<file path="src/rtl/change_dispenser_pkg.sv">
// Shared types and constants for the coin-return sequencer.
package change_dispenser_pkg;

    localparam int AMT_W = 8;
    localparam int HOP_N = 3;

    localparam int HOP_HI  = 2;
    localparam int HOP_MID = 1;
    localparam int HOP_LO  = 0;

    typedef logic [AMT_W-1:0] amt_t;
    typedef logic [HOP_N-1:0] hop_vec_t;

    typedef enum logic [1:0] {
        ST_IDLE   = 2'd0,
        ST_SELECT = 2'd1,
        ST_EJECT  = 2'd2,
        ST_GAP    = 2'd3
    } state_t;

    typedef logic [1:0] fault_code_t;

    localparam fault_code_t FAULT_NONE      = 2'd0;
    localparam fault_code_t FAULT_EXHAUSTED = 2'd1;
    localparam fault_code_t FAULT_TIMEOUT   = 2'd2;

    function automatic amt_t sat_inc(input amt_t v);
        return (v == '1) ? v : v + amt_t'(1);
    endfunction

endpackage

</file>
<file path="src/rtl/denom_select.sv">
// Greedy hopper picker: highest non-empty denomination that still fits the owed amount.
module denom_select
    import change_dispenser_pkg::*;
(
    input  logic [AMT_W-1:0] remaining,
    input  logic [HOP_N-1:0] hopper_empty,
    input  logic [AMT_W-1:0] denom_hi,
    input  logic [AMT_W-1:0] denom_mid,
    input  logic [AMT_W-1:0] denom_lo,
    output logic [HOP_N-1:0] sel,
    output logic             valid,
    output logic [AMT_W-1:0] denom
);

    amt_t denom_tab [HOP_N];

    assign denom_tab[HOP_HI]  = denom_hi;
    assign denom_tab[HOP_MID] = denom_mid;
    assign denom_tab[HOP_LO]  = denom_lo;

    // Scan from the top index down so the first hit is the largest coin.
    always_comb begin
        sel   = '0;
        valid = 1'b0;
        denom = '0;
        for (int h = HOP_N - 1; h >= 0; h--) begin
            if (!valid && !hopper_empty[h] && (denom_tab[h] <= remaining)) begin
                sel[h] = 1'b1;
                valid  = 1'b1;
                denom  = denom_tab[h];
            end
        end
    end

endmodule

</file>
<file path="src/rtl/change_dispenser.sv">
// Coin-return sequencer driving three hoppers with a req/ack handshake.
// Optional ack timeout enabled by defining CHANGE_DISPENSER_TIMEOUT_EN.
module change_dispenser
    import change_dispenser_pkg::*;
#(
    parameter int DENOM_HI    = 5,
    parameter int DENOM_MID   = 2,
    parameter int DENOM_LO    = 1,
    parameter int GAP_CYCLES  = 4,
    parameter int ACK_TIMEOUT = 16
) (
    input  logic             clk,
    input  logic             rst_n,
    input  logic             change_start,
    input  logic [AMT_W-1:0] change_amount,
    input  logic [HOP_N-1:0] hopper_empty,
    input  logic             eject_ack,
    output logic [HOP_N-1:0] eject_req,
    output logic             busy,
    output logic             done,
    output logic             fault,
    output logic [1:0]       fault_code,
    output logic [AMT_W-1:0] remaining,
    output logic [AMT_W-1:0] coin_count
);

    localparam int CNT_W = 16;

    state_t          state, state_nx;
    amt_t            sel_denom, sel_denom_nx;
    amt_t            remaining_nx, coin_count_nx;
    hop_vec_t        eject_req_nx;
    fault_code_t     fault_code_nx;
    logic            done_nx, fault_nx, busy_nx;
    logic [CNT_W-1:0] gap_cnt, gap_cnt_nx;

    hop_vec_t pick_sel;
    logic     pick_valid;
    amt_t     pick_denom;
    logic     ack_hit, timeout_hit;

    denom_select u_denom_select (
        .remaining    (remaining),
        .hopper_empty (hopper_empty),
        .denom_hi     (AMT_W'(DENOM_HI)),
        .denom_mid    (AMT_W'(DENOM_MID)),
        .denom_lo     (AMT_W'(DENOM_LO)),
        .sel          (pick_sel),
        .valid        (pick_valid),
        .denom        (pick_denom)
    );

    assign ack_hit = (state == ST_EJECT) && eject_ack;

`ifdef CHANGE_DISPENSER_TIMEOUT_EN
    logic [CNT_W-1:0] to_cnt;

    // Counts completed EJECT cycles; restarts from zero on every new request.
    always_ff @(posedge clk or negedge rst_n) begin
        if (!rst_n)                to_cnt <= '0;
        else if (state == ST_EJECT) to_cnt <= to_cnt + CNT_W'(1);
        else                       to_cnt <= '0;
    end

    assign timeout_hit = (state == ST_EJECT) && !eject_ack &&
                         (to_cnt == CNT_W'(ACK_TIMEOUT - 1));
`else
    assign timeout_hit = 1'b0;
`endif

    always_ff @(posedge clk or negedge rst_n) begin
        if (!rst_n) state <= ST_IDLE;
        else        state <= state_nx;
    end

    always_comb begin
        state_nx = state;
        case (state)
            ST_IDLE:   if (change_start) state_nx = ST_SELECT;
            ST_SELECT: begin
                if (remaining == '0)  state_nx = ST_IDLE;
                else if (pick_valid)  state_nx = ST_EJECT;
                else                  state_nx = ST_IDLE;
            end
            ST_EJECT: begin
                if (ack_hit)          state_nx = ST_GAP;
                else if (timeout_hit) state_nx = ST_IDLE;
            end
            ST_GAP:    if (gap_cnt == '0) state_nx = ST_SELECT;
            default:   state_nx = ST_IDLE;
        endcase
    end

    // Next values for the registered outputs and datapath.
    always_comb begin
        remaining_nx  = remaining;
        coin_count_nx = coin_count;
        fault_code_nx = fault_code;
        eject_req_nx  = eject_req;
        sel_denom_nx  = sel_denom;
        gap_cnt_nx    = gap_cnt;
        done_nx       = 1'b0;
        fault_nx      = 1'b0;
        case (state)
            ST_IDLE: begin
                if (change_start) begin
                    remaining_nx  = change_amount;
                    coin_count_nx = '0;
                    fault_code_nx = FAULT_NONE;
                end
            end
            ST_SELECT: begin
                if (remaining == '0) begin
                    done_nx = 1'b1;
                end else if (pick_valid) begin
                    eject_req_nx = pick_sel;
                    sel_denom_nx = pick_denom;
                end else begin
                    fault_nx      = 1'b1;
                    fault_code_nx = FAULT_EXHAUSTED;
                end
            end
            ST_EJECT: begin
                if (ack_hit) begin
                    eject_req_nx  = '0;
                    remaining_nx  = remaining - sel_denom;
                    coin_count_nx = sat_inc(coin_count);
                    gap_cnt_nx    = CNT_W'(GAP_CYCLES - 1);
                end else if (timeout_hit) begin
                    eject_req_nx  = '0;
                    fault_nx      = 1'b1;
                    fault_code_nx = FAULT_TIMEOUT;
                end
            end
            ST_GAP: begin
                if (gap_cnt != '0) gap_cnt_nx = gap_cnt - CNT_W'(1);
            end
            default: ;
        endcase
        busy_nx = (state_nx != ST_IDLE);
    end

    always_ff @(posedge clk or negedge rst_n) begin
        if (!rst_n) begin
            eject_req  <= '0;
            busy       <= 1'b0;
            done       <= 1'b0;
            fault      <= 1'b0;
            fault_code <= FAULT_NONE;
            remaining  <= '0;
            coin_count <= '0;
            sel_denom  <= '0;
            gap_cnt    <= '0;
        end else begin
            eject_req  <= eject_req_nx;
            busy       <= busy_nx;
            done       <= done_nx;
            fault      <= fault_nx;
            fault_code <= fault_code_nx;
            remaining  <= remaining_nx;
            coin_count <= coin_count_nx;
            sel_denom  <= sel_denom_nx;
            gap_cnt    <= gap_cnt_nx;
        end
    end

endmodule
</file>
<file path="config.mk">
export PLATFORM = sky130hd
export DESIGN_NAME = change_dispenser
export DESIGN_NICKNAME = d
export VERILOG_FILES = /design/src/rtl/change_dispenser_pkg.sv /design/src/rtl/denom_select.sv /design/src/rtl/change_dispenser.sv
export SDC_FILE = /design/constraint.sdc
export NUM_CORES = 1
export LEC_CHECK = 0
export CAP_MARGIN = 0
export CORE_ASPECT_RATIO = 0.75
export CORE_UTILIZATION = 53
export CTS_CLUSTER_SIZE = 10
export DETAILED_ROUTE_END_ITERATION = 16
export MAX_ROUTING_LAYER = met4
export PLACE_DENSITY = 0.86
export SETUP_SLACK_MARGIN = 0.02
export SYNTH_ARGS = -nofsm -noshare
export SYNTH_HDL_FRONTEND = slang
export SYNTH_SLANG_ARGS = --single-unit
</file>
<file path="constraint.sdc">
create_clock -name clk -period 2.7 [get_ports clk]
set_input_delay 0.405 -clock clk [delete_from_list [all_inputs] [get_ports clk]]
set_output_delay 0.405 -clock clk [all_outputs]
set_load 0.01 [all_outputs]
</file>
---- Yosys cells after proc, flatten, opt, wreduce, memory -nomap -nowiden ----
Cells that the tools add are included.
storage, ports and cells
  register bits after elaboration ......... 50
  bits in latches ......................... 0
  memory bits (writable) .................. 0
  ROM bits ................................ 0
  bits of input ports ..................... 15
  output and inout bits ................... 24
  word-level logic and storage cells ...... 91
  memories kept ........................... 0
operators by class
  $add $sub $neg .......................... 3
  multipliers ............................. 0
  divide/modulo/power cells ............... 0
  magnitude comparators ................... 3
  equality and inequality tests ........... 11
  shift operators ......................... 0
  muxes and demuxes ....................... 37
  bitwise gates (word level) .............. 1
  reductions and logical operators ........ 26
operator list
  cell                   count
  $mux 8                 5
  $mux 16                2
  $pmux 16 s2            1
  $pmux 8 s2             2
  $mux 3                 6
  $logic_not 16->1       1
  $mux 2                 8
  $reduce_bool 16->1     1
  $sub 16x1->16 const B  1
  $ne 2x2->1 const B     7
  $reduce_and 4->1       3
  $mux 1                 10
  $reduce_bool 2->1      5
  $reduce_and 3->1       3
  $add 8x1->8 const B    1
  $eq 8x8->1 const B     1
  $le 1x8->1 const A     1
  $le 2x8->1 const A     1
  $le 3x8->1 const A     1
  $logic_not 8->1        1
  $pmux 2 s4             1
  $sub 8x8->8            1
  $logic_and 1x1->1      6
  $pmux 3 s2             1
  6 further kinds        11

---- Depth between registers and ports, before layout ----
Gate-level depths: netlist of run 1.
  depth in word-level cells ............... 15
  gate-level depth with buffers ........... 8
  mapped depth without buffers ............ 8

---- Cells and area by module ----
Synthesis of run 1 repeated with hierarchy kept, for this count alone.
unflattened totals
  cell total of the unflattened synthesis .. 380
  area, all modules ....................... 3435.8 µm²
modules (own cells, without submodules)
  module            times used  cells each  area each (µm²)  sequential area each (µm²)
  change_dispenser  1           270         2615.0           1226.2
  denom_select      1           110         820.8            0.0

---- Worst setup path before layout of run 1 ----
No wires, ideal clock.
  path type ............................... register to register
  start point ............................. register gap_cnt[10]
  end point ............................... register gap_cnt[1]
  setup time .............................. 0.073 ns
  arrival time ............................ 2.038 ns
  required time ........................... 2.627 ns
  path slack .............................. 0.589 ns
  stages on the path, launching flop included .. 7
  path buffers ............................ 1
  period minus slack after synthesis ...... 2.111 ns
  cells stage by stage .................... dfrtp_1 or4_4 buf_6 or3_1 or4_1 and4_4 a21oi_2
on the way
  longest elaborated chain between the ends .. 3
RTL lines
  element                            RTL line                 RTL
  start: declaration                 change_dispenser.sv:35   logic [CNT_W-1:0] gap_cnt, gap_cnt_nx;
  start signal: assignment           change_dispenser.sv:163  gap_cnt <= gap_cnt_nx;
  $reduce_bool 16->1                 change_dispenser.sv:136  if (gap_cnt != '0) gap_cnt_nx = gap_cnt - CNT_W'(1);
  $ne 2x2->1 (no source line)        n/a
  $reduce_and 3->1 (no source line)  n/a
No other way between the ends.
A chain may end at the register's enable or synchronous reset.

---- Worst setup path in the final report of run 1 ----
  start point ............................. register gap_cnt[0]
  end point ............................... register gap_cnt[6]
on the way
  longest elaborated chain between the ends .. 3
  elaborated cells on any way between the ends .. 6
  classes of those cells .................. add/sub: 1; eq/ne: 1; mux: 2; reduce/logical: 2
RTL lines
  element                                              RTL line
  $sub 16x1->16 or $reduce_bool 16->1 (tied branches)  change_dispenser.sv:136
  $mux 16 or $ne 2x2->1 (tied branches)                n/a
  $pmux 16 s2 or $reduce_and 3->1 (tied branches)      n/a
Several ways; a longest one is shown, not always the timed one. The select of a mux whose other input is x is not followed.

==> results.txt, run 1 <==
----------------------------------------------------
[STA]
  Shortest clock period the worst path allows after layout ... 2.30 ns
  Actual transition at the worst max-transition pin ... 0.963 ns
  Final period util ... 85.0%
  Max-slew headroom ... 35.8%
  Total count of hold-check failures in the final report ... 0
  Maximum operating frequency ... 0.436 GHz
  Setup repair after global routing missed its margin ... false
  Final setup violation count ... 0
  Worst path setup slack after routing ... 0.404 ns
  Worst setup skew after layout ... 0.0132 ns
  Pins Over Slew Limit ... 0
  Sum of negative setup slack ... 0 ns

[Floorplan]
  Core area ... 0.00444 mm^2
  Die outline width ... 80.5 um
  I/O Pins ... 39
  Total number of placement rows ... 21
  Starting density of the core ... 55.2%
  Die Area ... 0.00490 mm^2
  Vertical extent of the die ... 60.9 um

[CTS]
  Number of buffers created by CTS ... 5
  Post-CTS repair timing setup buffer count ... 0
  Number of sinks on the clock net ... 44
  Insertion delay to the later sink of the worst-skew pair ... 0.30 ns
  Clock root cell ... clkbuf_8
  Number of hold buffers added after cts ... 0
  Largest buffer count on any clock path ... 2
  Clock input transition at the sequential cells of the worst setup and hold paths ... 0.09 ns
  Post_cts resized ... 0
  CTS tree ... done
  H-tree depth ... 2

[Final layout]
  Synth-to-layout area growth ... 20.6%
  Ratio of cells with drive above 1 in the final layout ... 6.17%
  Number of nets in the final layout ... 328
  Filler Cell Count ... 359
  Non-Filler Cell Area, Final ... 0.00295 mm^2
  Number of antenna repair diodes ... 0
  Post-route non-filler standard cell count ... 365

[Routing]
  Routed wire length ... 5.59 mm
  Residual antenna-violating net count after detailed routing ... 0
  Avg Vias per Cell ... 5.90
  First-pass iteration count of the detailed router ... 6
  Initial DRC count ... 131
  # DRC ... 0
  Average wire per cell in the routed design ... 15.3 um
  Via Count ... 2153

[Critical path]
  Setup slack on the worst flop-to-flop path ... 0.40 ns
  Crit path max fanout ... 7
  Startpoint class of the critical path ... flop
  Launch instance of the worst register-to-register path ... gap_cnt[0]
  Reg2reg path depth ... 7
  Startpoint-to-endpoint class of the critical path ... reg2reg
  Worst r2r dst ... gap_cnt[6]
  Nature of the critical path endpoint ... flop
  Worst endpoint data arrival time ... 2.49 ns
  Required time worst endpoint ... 2.89 ns

[Synthesis]
  Synthesized area divided by synthesized cell count ... 9.07 um^2
  Cell taking the most area after synthesis ... dfrtp_1
  Number of flops mapped to enable cells by yosys ... 0
  Count of state elements after synthesis ... 44
  Post-synthesis net count ... 291
  Number of warnings printed during yosys synthesis ... 0
  Asr flop ratio synth ... 100%
  Yosys top cell area share ... 44.9%
  Distinct cells, synth ... 51
  Synth Flop Type ... dfrtp_1
  Netlist area before placement ... 0.00245 mm^2
  Syn Inst Count ... 270
  Cells taking the most area after synthesis ... dfrtp_1 45%, nor2_1 5.7%, xnor2_1 5.4%
  Post-synthesis sequential area ratio ... 44.9%

[Global route]
  Met3 track demand over resource in global routing ... 4.81%
  Vias in the first global route ... 1807
  Global router's overall resource usage ... 24.9%
  Total congestion overflow ... 0
  Largest net degree at the start of global routing ... 45
  GRT Max-Usage Layer ... met1
  Met1 routing resource usage after global routing ... 35.1%
  Initial antenna violation count ... 0
  First-pass GRT wire length ... 8.78 mm
  GR Layer Usage met2 ... 35.0%

[Power]
  Worst vdd rail ir drop ... 0.556 mV
  Power density normalized to cell area ... 1080 mW/mm^2
  Leak pwr ... 1.20 nW

[Place]
  HPWL after detailed placement ... 3.84 mm
  Post-placement cell area ... 0.00286 mm^2
  Number of port buffers ... 37
  Count of placed standard cells including taps ... 357
  Setup slack after placement ... 0.403 ns
  Routability cong. ... 0.885

[Min path]
  Type of the tightest min-delay check ... in2async

[Run]
  Max-cap violation count ... 0

[Run status]
  Outcome ... completed

----------------------------------------------------
==> routing by layer <==
layer / vias to the layer above / part of all wire, %
li1: 1039 / -
met1: 1038 / 49
met2: 61 / 44
met3: 15 / 4.6
met4: 0 / 1.9
met5: - / 0
==> kinds of logic after synthesis <==
logic type,after synthesis,share of synthesized area [%]
AND/OR/NAND/NOR,120,25.3
other,1,0.153
adder cells (fa/ha/maj),6,3.37
XOR/XNOR,17,6.08
AO/OA/AOI/OAI,60,15.8
multiplexers,2,0.817
flip-flops,44,44.9
buffers and inverters,20,3.52
==> worst max-delay path, cell delays in order, from the launching register on <==
cell	delay [ns]
dfrtp_1	0.42
inv_1	0.09
ha_1	0.17
or3b_2	0.50
nand2b_1	0.26
a2111oi_0	0.52
xnor2_1	0.17
nor2_1	0.05
==> synth_stat cells, drive strengths merged, types with 2 or more instances <==
master,instances
or4b,2
nor3,9
o22ai,5
a2bb2oi,3
buf,5
ha,5
o21ai,17
clkbuf,6
o31ai,3
dfrtp,44
nor3b,3
a211oi,2
inv,9
o211ai,2
nor2b,5
nand2b,5
xor2,2
or3,9
o21a,4
xnor2,15
nor4,11
a21oi,14
or4,3
nand2,21
nor2,37
mux2i,2
nand4,2
and2,3
nand3,6
==> where the power goes <==
group | switching (W) | internal (W) | total [W]
combinational | 0.000777 | 0.000736 | 0.00151
sequential | 0.000320 | 0.000912 | 0.00123
clock | 0.000232 | 0.000209 | 0.000442
==> layout by cell type, fill, tap and decap left out, drive strengths merged, types with 2 or more instances in the layout <==
cell and instances:
clkbuf 8, mux2i 2, o21a 4, buf 5, ha 5, a21oi 14, nand2b 5, nor4 11
o21ai 17, nand4 2, xnor2 15, or4 3, inv 9, or4b 2, o211ai 2, or3 9
o31ai 3, dfrtp 44, a211oi 2, nand3 6, o22ai 5, xor2 2, nand2 21, nor2 37
nor3 9, nor3b 3, nor2b 5, a2bb2oi 3, clkdlybuf4s50 36, and2 3
==> flip-flops by register name, summed over array words and instances (netlist names) <==
register and count:
coin_count 8, eject_req 3, state 2, busy 1
gap_cnt 16, remaining 8, fault 1, fault_code 1
sel_denom 3, done 1
==> final cells by class <==
class                   count  area [um^2]  area share (%)
multi-input cells         206         1260            42.7
clock buffers               8         90.1            3.05
flip-flops and latches     44         1100            37.3
repair buffers             41          395            13.4
well taps                  57         71.3            2.41
inverters                   9         33.8            1.14
==> metrics by stage <==
step	power, W	utilization (%)	hold slack, ns
2_1_floorplan	0.00222	-	0.109
3_3_place_gp	0.00267	64.5	0.486
3_5_place_dp	0.00273	64.5	0.503
4_1_cts	0.00318	66.5	0.289
5_1_grt	0.00344	66.5	0.333
6_report	0.00319	66.5	0.246
==> worst max path at each step <==
stage                start       endpoint  slack (ns)  depth (start not counted)
2_1_floorplan  gap_cnt[10]     gap_cnt[1]        0.59                          6
3_3_place_gp    gap_cnt[0]     gap_cnt[6]        0.50                          7
3_5_place_dp     eject_ack  coin_count[5]        0.40                          6
4_1_cts         gap_cnt[0]     gap_cnt[6]        0.40                          7
5_1_grt         gap_cnt[0]     gap_cnt[6]        0.28                          7
6_report        gap_cnt[0]     gap_cnt[6]        0.40                          7
Note: power is estimated with default switching activity, not from simulation.
==> inputs of run 2 (changes only) <==
--- a/config.mk
+++ b/config.mk
@@ -7,6 +7,7 @@
 export LEC_CHECK = 0
 export CAP_MARGIN = 0
 export CORE_ASPECT_RATIO = 0.75
+export CORE_MARGIN = 2
 export CORE_UTILIZATION = 53
 export CTS_CLUSTER_SIZE = 10
 export DETAILED_ROUTE_END_ITERATION = 16
==> results.txt, run 2 (same netlist as run 1, synthesis figures left out) <==
----------------------------------------------------
[Run status]
  Outcome ... completed

[Final layout]
  Filler Cell Count ... 365
  Leading cell types in the layout, fill and taps excluded ... 44 x dfrtp_1, 37 x nor2_1, 36 x clkdlybuf4s50_1, 21 x nand2_1, 16 x o21ai_0
  Number of nets in the final layout ... 327
  Post-Route Utilization ... 66.0%
  Synth-to-layout area growth ... 20.3%
  Area of the multi-input gates ... 0.00126 mm^2
  Largest registers ... gap_cnt x16, coin_count x8, remaining x8
  Area of all sequential standard cells ... 0.00110 mm^2
  Max reg flops ... 16
  Number of antenna repair diodes ... 0
  Commonest non-fill, non-tap cell in the layout ... dfrtp_1
  Largest register by flop count ... gap_cnt
  Ratio of cells with drive above 1 in the final layout ... 5.86%

[Routing]
  Avg Vias per Cell ... 5.94
  Residual antenna-violating net count after detailed routing ... 0
  Average wire per cell in the routed design ... 15.9 um
  Via Count ... 2161
  First-pass iteration count of the detailed router ... 4
  Routed wire length ... 5.81 mm
  # DRC ... 0
  Initial DRC count ... 256

[STA]
  Worst setup skew after layout ... 0.00918 ns
  Worst path setup slack after routing ... 0.390 ns
  Setup repair after global routing missed its margin ... false
  Max-slew headroom ... 34.0%
  Total count of hold-check failures in the final report ... 0
  Worst hold margin ... 0.261 ns
  Final period util ... 85.6%
  Final setup violation count ... 0
  Maximum operating frequency ... 0.433 GHz
  Pins Over Slew Limit ... 0
  Sum of negative setup slack ... 0 ns
  Actual transition at the worst max-transition pin ... 0.990 ns
  Shortest clock period the worst path allows after layout ... 2.31 ns

[CTS]
  Largest buffer count on any clock path ... 2
  Number of sinks on the clock net ... 44
  Clock input transition at the sequential cells of the worst setup and hold paths ... 0.09 ns
  Number of hold buffers added after cts ... 0
  Number of buffers created by CTS ... 5
  Clock root cell ... clkbuf_8
  Post_cts resized ... 0
  Insertion delay to the later sink of the worst-skew pair ... 0.30 ns
  CTS tree ... done
  H-tree depth ... 2
  Post-CTS repair timing setup buffer count ... 0

[Floorplan]
  Core area ... 0.00447 mm^2
  Die outline width ... 82.5 um
  I/O Pins ... 39
  Vertical extent of the die ... 62.9 um
  Die Area ... 0.00519 mm^2
  Total number of placement rows ... 21
  Starting density of the core ... 54.8%

[Global route]
  Global router's overall resource usage ... 25.6%
  Total congestion overflow ... 0
  Initial antenna violation count ... 0
  Largest net degree at the start of global routing ... 45
  First-pass GRT wire length ... 9.93 mm
  Vias in the first global route ... 2161

[Critical path]
  Required time worst endpoint ... 2.89 ns
  Reg2reg path depth ... 7
  Startpoint-to-endpoint class of the critical path ... reg2reg
  Startpoint class of the critical path ... flop
  Nature of the critical path endpoint ... flop
  Worst endpoint data arrival time ... 2.50 ns
  Crit path max fanout ... 7

[Place]
  Number of port buffers ... 37
  Routability cong. ... 0.863
  HPWL after detailed placement ... 4.10 mm
  Setup slack after placement ... 0.408 ns

[Min path]
  Type of the tightest min-delay check ... in2async

[Power]
  Leak pwr ... 1.20 nW
  Worst vdd rail ir drop ... 0.532 mV
  Power density normalized to cell area ... 1090 mW/mm^2

[Run]
  Max-cap violation count ... 0

----------------------------------------------------
==> run 2: changes by cell type in the layout (fill, tap and decap cells not counted), sizes merged <==
cell / previous run / this run
buf: 5 / 4
==> run 2: per-stage QoR <==
stage,cell area [um^2],std cells,power (W)
after floorplan,2450,270,0.00222
after global placement,2860,356,0.00267
after detailed placement,2860,356,0.00274
after CTS,2950,364,0.00319
after global routing,2950,364,0.00346
final,2950,364,0.00320
==> run 2: layout make-up <==
type / count / area share [%]
Clock buffer: 8 / 3.06
Multi-Input combinational cell: 206 / 42.8
Sequential cell: 44 / 37.4
Tap cell: 57 / 2.42
Inverter: 9 / 1.15
Timing Repair Buffer: 40 / 13.2
==> run 2: worst max-delay path, cell delays in order, from the launching register on <==
cell and delay (ns):
dfrtp_1 0.42, inv_1 0.10, ha_1 0.17, or3b_2 0.49, nand2b_1 0.26, a2111oi_0 0.54, xnor2_1 0.18, nor2_1 0.05
==> run 2: power breakdown <==
part | internal, W | switching, W
clock | 0.000209 | 0.000225
combinational | 0.000733 | 0.000789
sequential | 0.000912 | 0.000330
==> run 2: metal layers <==
metal / share of wire [%] / up-vias / GRT usage (%)
met3: 5.6 / 11 / 6.07
li1: - / 1032 / -
met1: 48 / 1046 / 34.6
met5: 0 / - / -
met2: 44 / 72 / 37.5
met4: 1.6 / 0 / 9.43
==> run 2: worst paths after layout <==
path,from,end,slack [ns]
worst min register to register,sel_denom[0],sel_denom[0],0.52
worst max-delay path,gap_cnt[0],gap_cnt[6],0.39
min in group clk,sel_denom[0],sel_denom[0],0.52
max in group asynchronous,rst_n,gap_cnt[12],1.82
worst max register to register,gap_cnt[0],gap_cnt[6],0.39
worst min-delay path,rst_n,eject_req[2],0.26
==> inputs of run 3 (changes only) <==
--- a/config.mk
+++ b/config.mk
@@ -8,11 +8,12 @@
 export CAP_MARGIN = 0
 export CORE_ASPECT_RATIO = 0.75
 export CORE_MARGIN = 2
-export CORE_UTILIZATION = 53
+export CORE_UTILIZATION = 55
+export CTS_BUF_LIST = sky130_fd_sc_hd__clkbuf_4
 export CTS_CLUSTER_SIZE = 10
 export DETAILED_ROUTE_END_ITERATION = 16
 export MAX_ROUTING_LAYER = met4
-export PLACE_DENSITY = 0.86
+export PLACE_DENSITY = 0.89
 export SETUP_SLACK_MARGIN = 0.02
 export SYNTH_ARGS = -nofsm -noshare
 export SYNTH_HDL_FRONTEND = slang
==> results.txt, run 3 (same netlist as run 1, synthesis figures left out) <==
----------------------------------------------------
[Run status]
  Outcome ... completed

[Final layout]
  Post-route non-filler standard cell count ... 363
  Area of all sequential standard cells ... 0.00110 mm^2
  Leading cell types in the layout, fill and taps excluded ... 44 x dfrtp_1, 37 x nor2_1, 36 x clkdlybuf4s50_1, 21 x nand2_1, 16 x o21ai_0
  Number of nets in the final layout ... 328
  Area of the multi-input gates ... 0.00126 mm^2
  Number of antenna repair diodes ... 0
  Largest registers ... gap_cnt x16, coin_count x8, remaining x8
  Filler Cell Count ... 321
  Synth-to-layout area growth ... 20.1%
  Max reg flops ... 16
  Commonest non-fill, non-tap cell in the layout ... dfrtp_1
  Largest register by flop count ... gap_cnt
  Ratio of cells with drive above 1 in the final layout ... 6.82%

[STA]
  Shortest clock period the worst path allows after layout ... 2.40 ns
  Worst hold margin ... 0.165 ns
  Final period util ... 89.0%
  Maximum operating frequency ... 0.416 GHz
  Setup repair after global routing missed its margin ... false
  Actual transition at the worst max-transition pin ... 0.942 ns
  Total count of hold-check failures in the final report ... 0
  Final setup violation count ... 0
  Worst setup skew after layout ... 0.0129 ns
  Pins Over Slew Limit ... 0
  Sum of negative setup slack ... 0 ns
  Worst path setup slack after routing ... 0.296 ns
  Max-slew headroom ... 37.2%

[CTS]
  Number of buffers created by CTS ... 5
  Insertion delay to the later sink of the worst-skew pair ... 0.37 ns
  H-tree depth ... 2
  Clock root cell ... clkbuf_4
  Post_cts resized ... 0
  Largest buffer count on any clock path ... 2
  CTS tree ... done
  Post-CTS repair timing setup buffer count ... 0
  Number of sinks on the clock net ... 44
  Number of hold buffers added after cts ... 0
  Clock input transition at the sequential cells of the worst setup and hold paths ... 0.12 ns

[Critical path]
  Nature of the critical path endpoint ... flop
  Worst endpoint data arrival time ... 2.67 ns
  Setup slack on the worst flop-to-flop path ... 0.30 ns
  Required time worst endpoint ... 2.96 ns
  Crit path max fanout ... 7
  Worst r2r dst ... gap_cnt[6]
  Startpoint class of the critical path ... flop
  Startpoint-to-endpoint class of the critical path ... reg2reg
  Reg2reg path depth ... 7
  Launch instance of the worst register-to-register path ... gap_cnt[0]

[Power]
  Power density normalized to cell area ... 1080 mW/mm^2
  Part of the power in registers ... 38.3%
  Combinational cell fraction of total power ... 48.3%
  Clock power frac ... 13.4%
  Fraction of power spent switching nets ... 41.8%
  Worst vdd rail ir drop ... 0.564 mV
  Leak pwr ... 1.20 nW
  Internal power ... 0.00185 W
  Switching power total ... 0.00133 W

[Routing]
  Avg Vias per Cell ... 5.94
  Initial DRC count ... 208
  Via Count ... 2155
  Routed wire length ... 5.68 mm
  Residual antenna-violating net count after detailed routing ... 0
  # DRC ... 0
  First-pass iteration count of the detailed router ... 4
  Average wire per cell in the routed design ... 15.6 um

[Run]
  Max-cap violation count ... 0

[Global route]
  Vias in the first global route ... 2047
  First-pass GRT wire length ... 9.44 mm
  Global router's overall resource usage ... 25.9%
  Total congestion overflow ... 0
  Initial antenna violation count ... 0
  Largest net degree at the start of global routing ... 45

[Floorplan]
  I/O Pins ... 39
  Core area ... 0.00415 mm^2
  Die Area ... 0.00501 mm^2
  Starting density of the core ... 59.0%
  Die outline width ... 81.1 um
  Total number of placement rows ... 20
  Vertical extent of the die ... 61.8 um

[Min path]
  Type of the tightest min-delay check ... in2async

[Place]
  HPWL after detailed placement ... 4.03 mm
  Count of placed standard cells including taps ... 355
  Setup slack after placement ... 0.374 ns
  Routability cong. ... 0.911
  Number of port buffers ... 37

----------------------------------------------------
-- run 3: cell type report --
type	count	share of cell area [%]
Timing Repair Buffer	41	13.4
Clock buffer	6	1.53
Clock inverter	2	1.19
Multi-Input combinational cell	206	42.9
Inverter	9	1.15
Tap cell	55	2.34
Sequential cell	44	37.4
-- run 3: per-layer routing --
layer	GRT usage [%]	vias to the layer above	part of all wire, %
li1	-	1035	-
met1	37.2	1035	49
met2	37.4	79	45
met3	4.05	6	4.9
met4	9.69	0	1.0
met5	-	-	0
-- run 3: worst max-delay path by stage --
stage                startpoint             to  slack (ns)
floorplan           gap_cnt[10]     gap_cnt[1]        0.59
global placement      eject_ack  coin_count[7]        0.48
detailed placement   gap_cnt[0]     gap_cnt[6]        0.37
CTS                  gap_cnt[0]     gap_cnt[6]        0.33
global route         gap_cnt[0]     gap_cnt[6]        0.20
finish               gap_cnt[0]     gap_cnt[6]        0.30
-- run 3: through the flow --
stage	area (um^2)	total power [W]	util, %
detailed placement	2860	0.00274	68.9
global route	2940	0.00343	70.8
CTS	2940	0.00317	70.8
finish	2940	0.00318	70.8
floorplan	2450	0.00222	-
global placement	2860	0.00267	68.9
-- run 3: worst max-delay path, stage by stage (launching register included) --
cell       delay [ns]
dfrtp_1          0.43
inv_1            0.09
ha_1             0.16
or3b_2           0.49
nand2b_1         0.28
a2111oi_0        0.59
xnor2_1          0.20
nor2_1           0.07
-- run 3: power groups by stage --
stage	clock [W]	combinational (W)	sequential, W
CTS	0.000430	0.00153	0.00121
detailed placement	0	0.00152	0.00122
global route	0.000456	0.00172	0.00126
floorplan	0	0.00102	0.00120
finish	0.000425	0.00154	0.00122
global placement	0	0.00146	0.00121
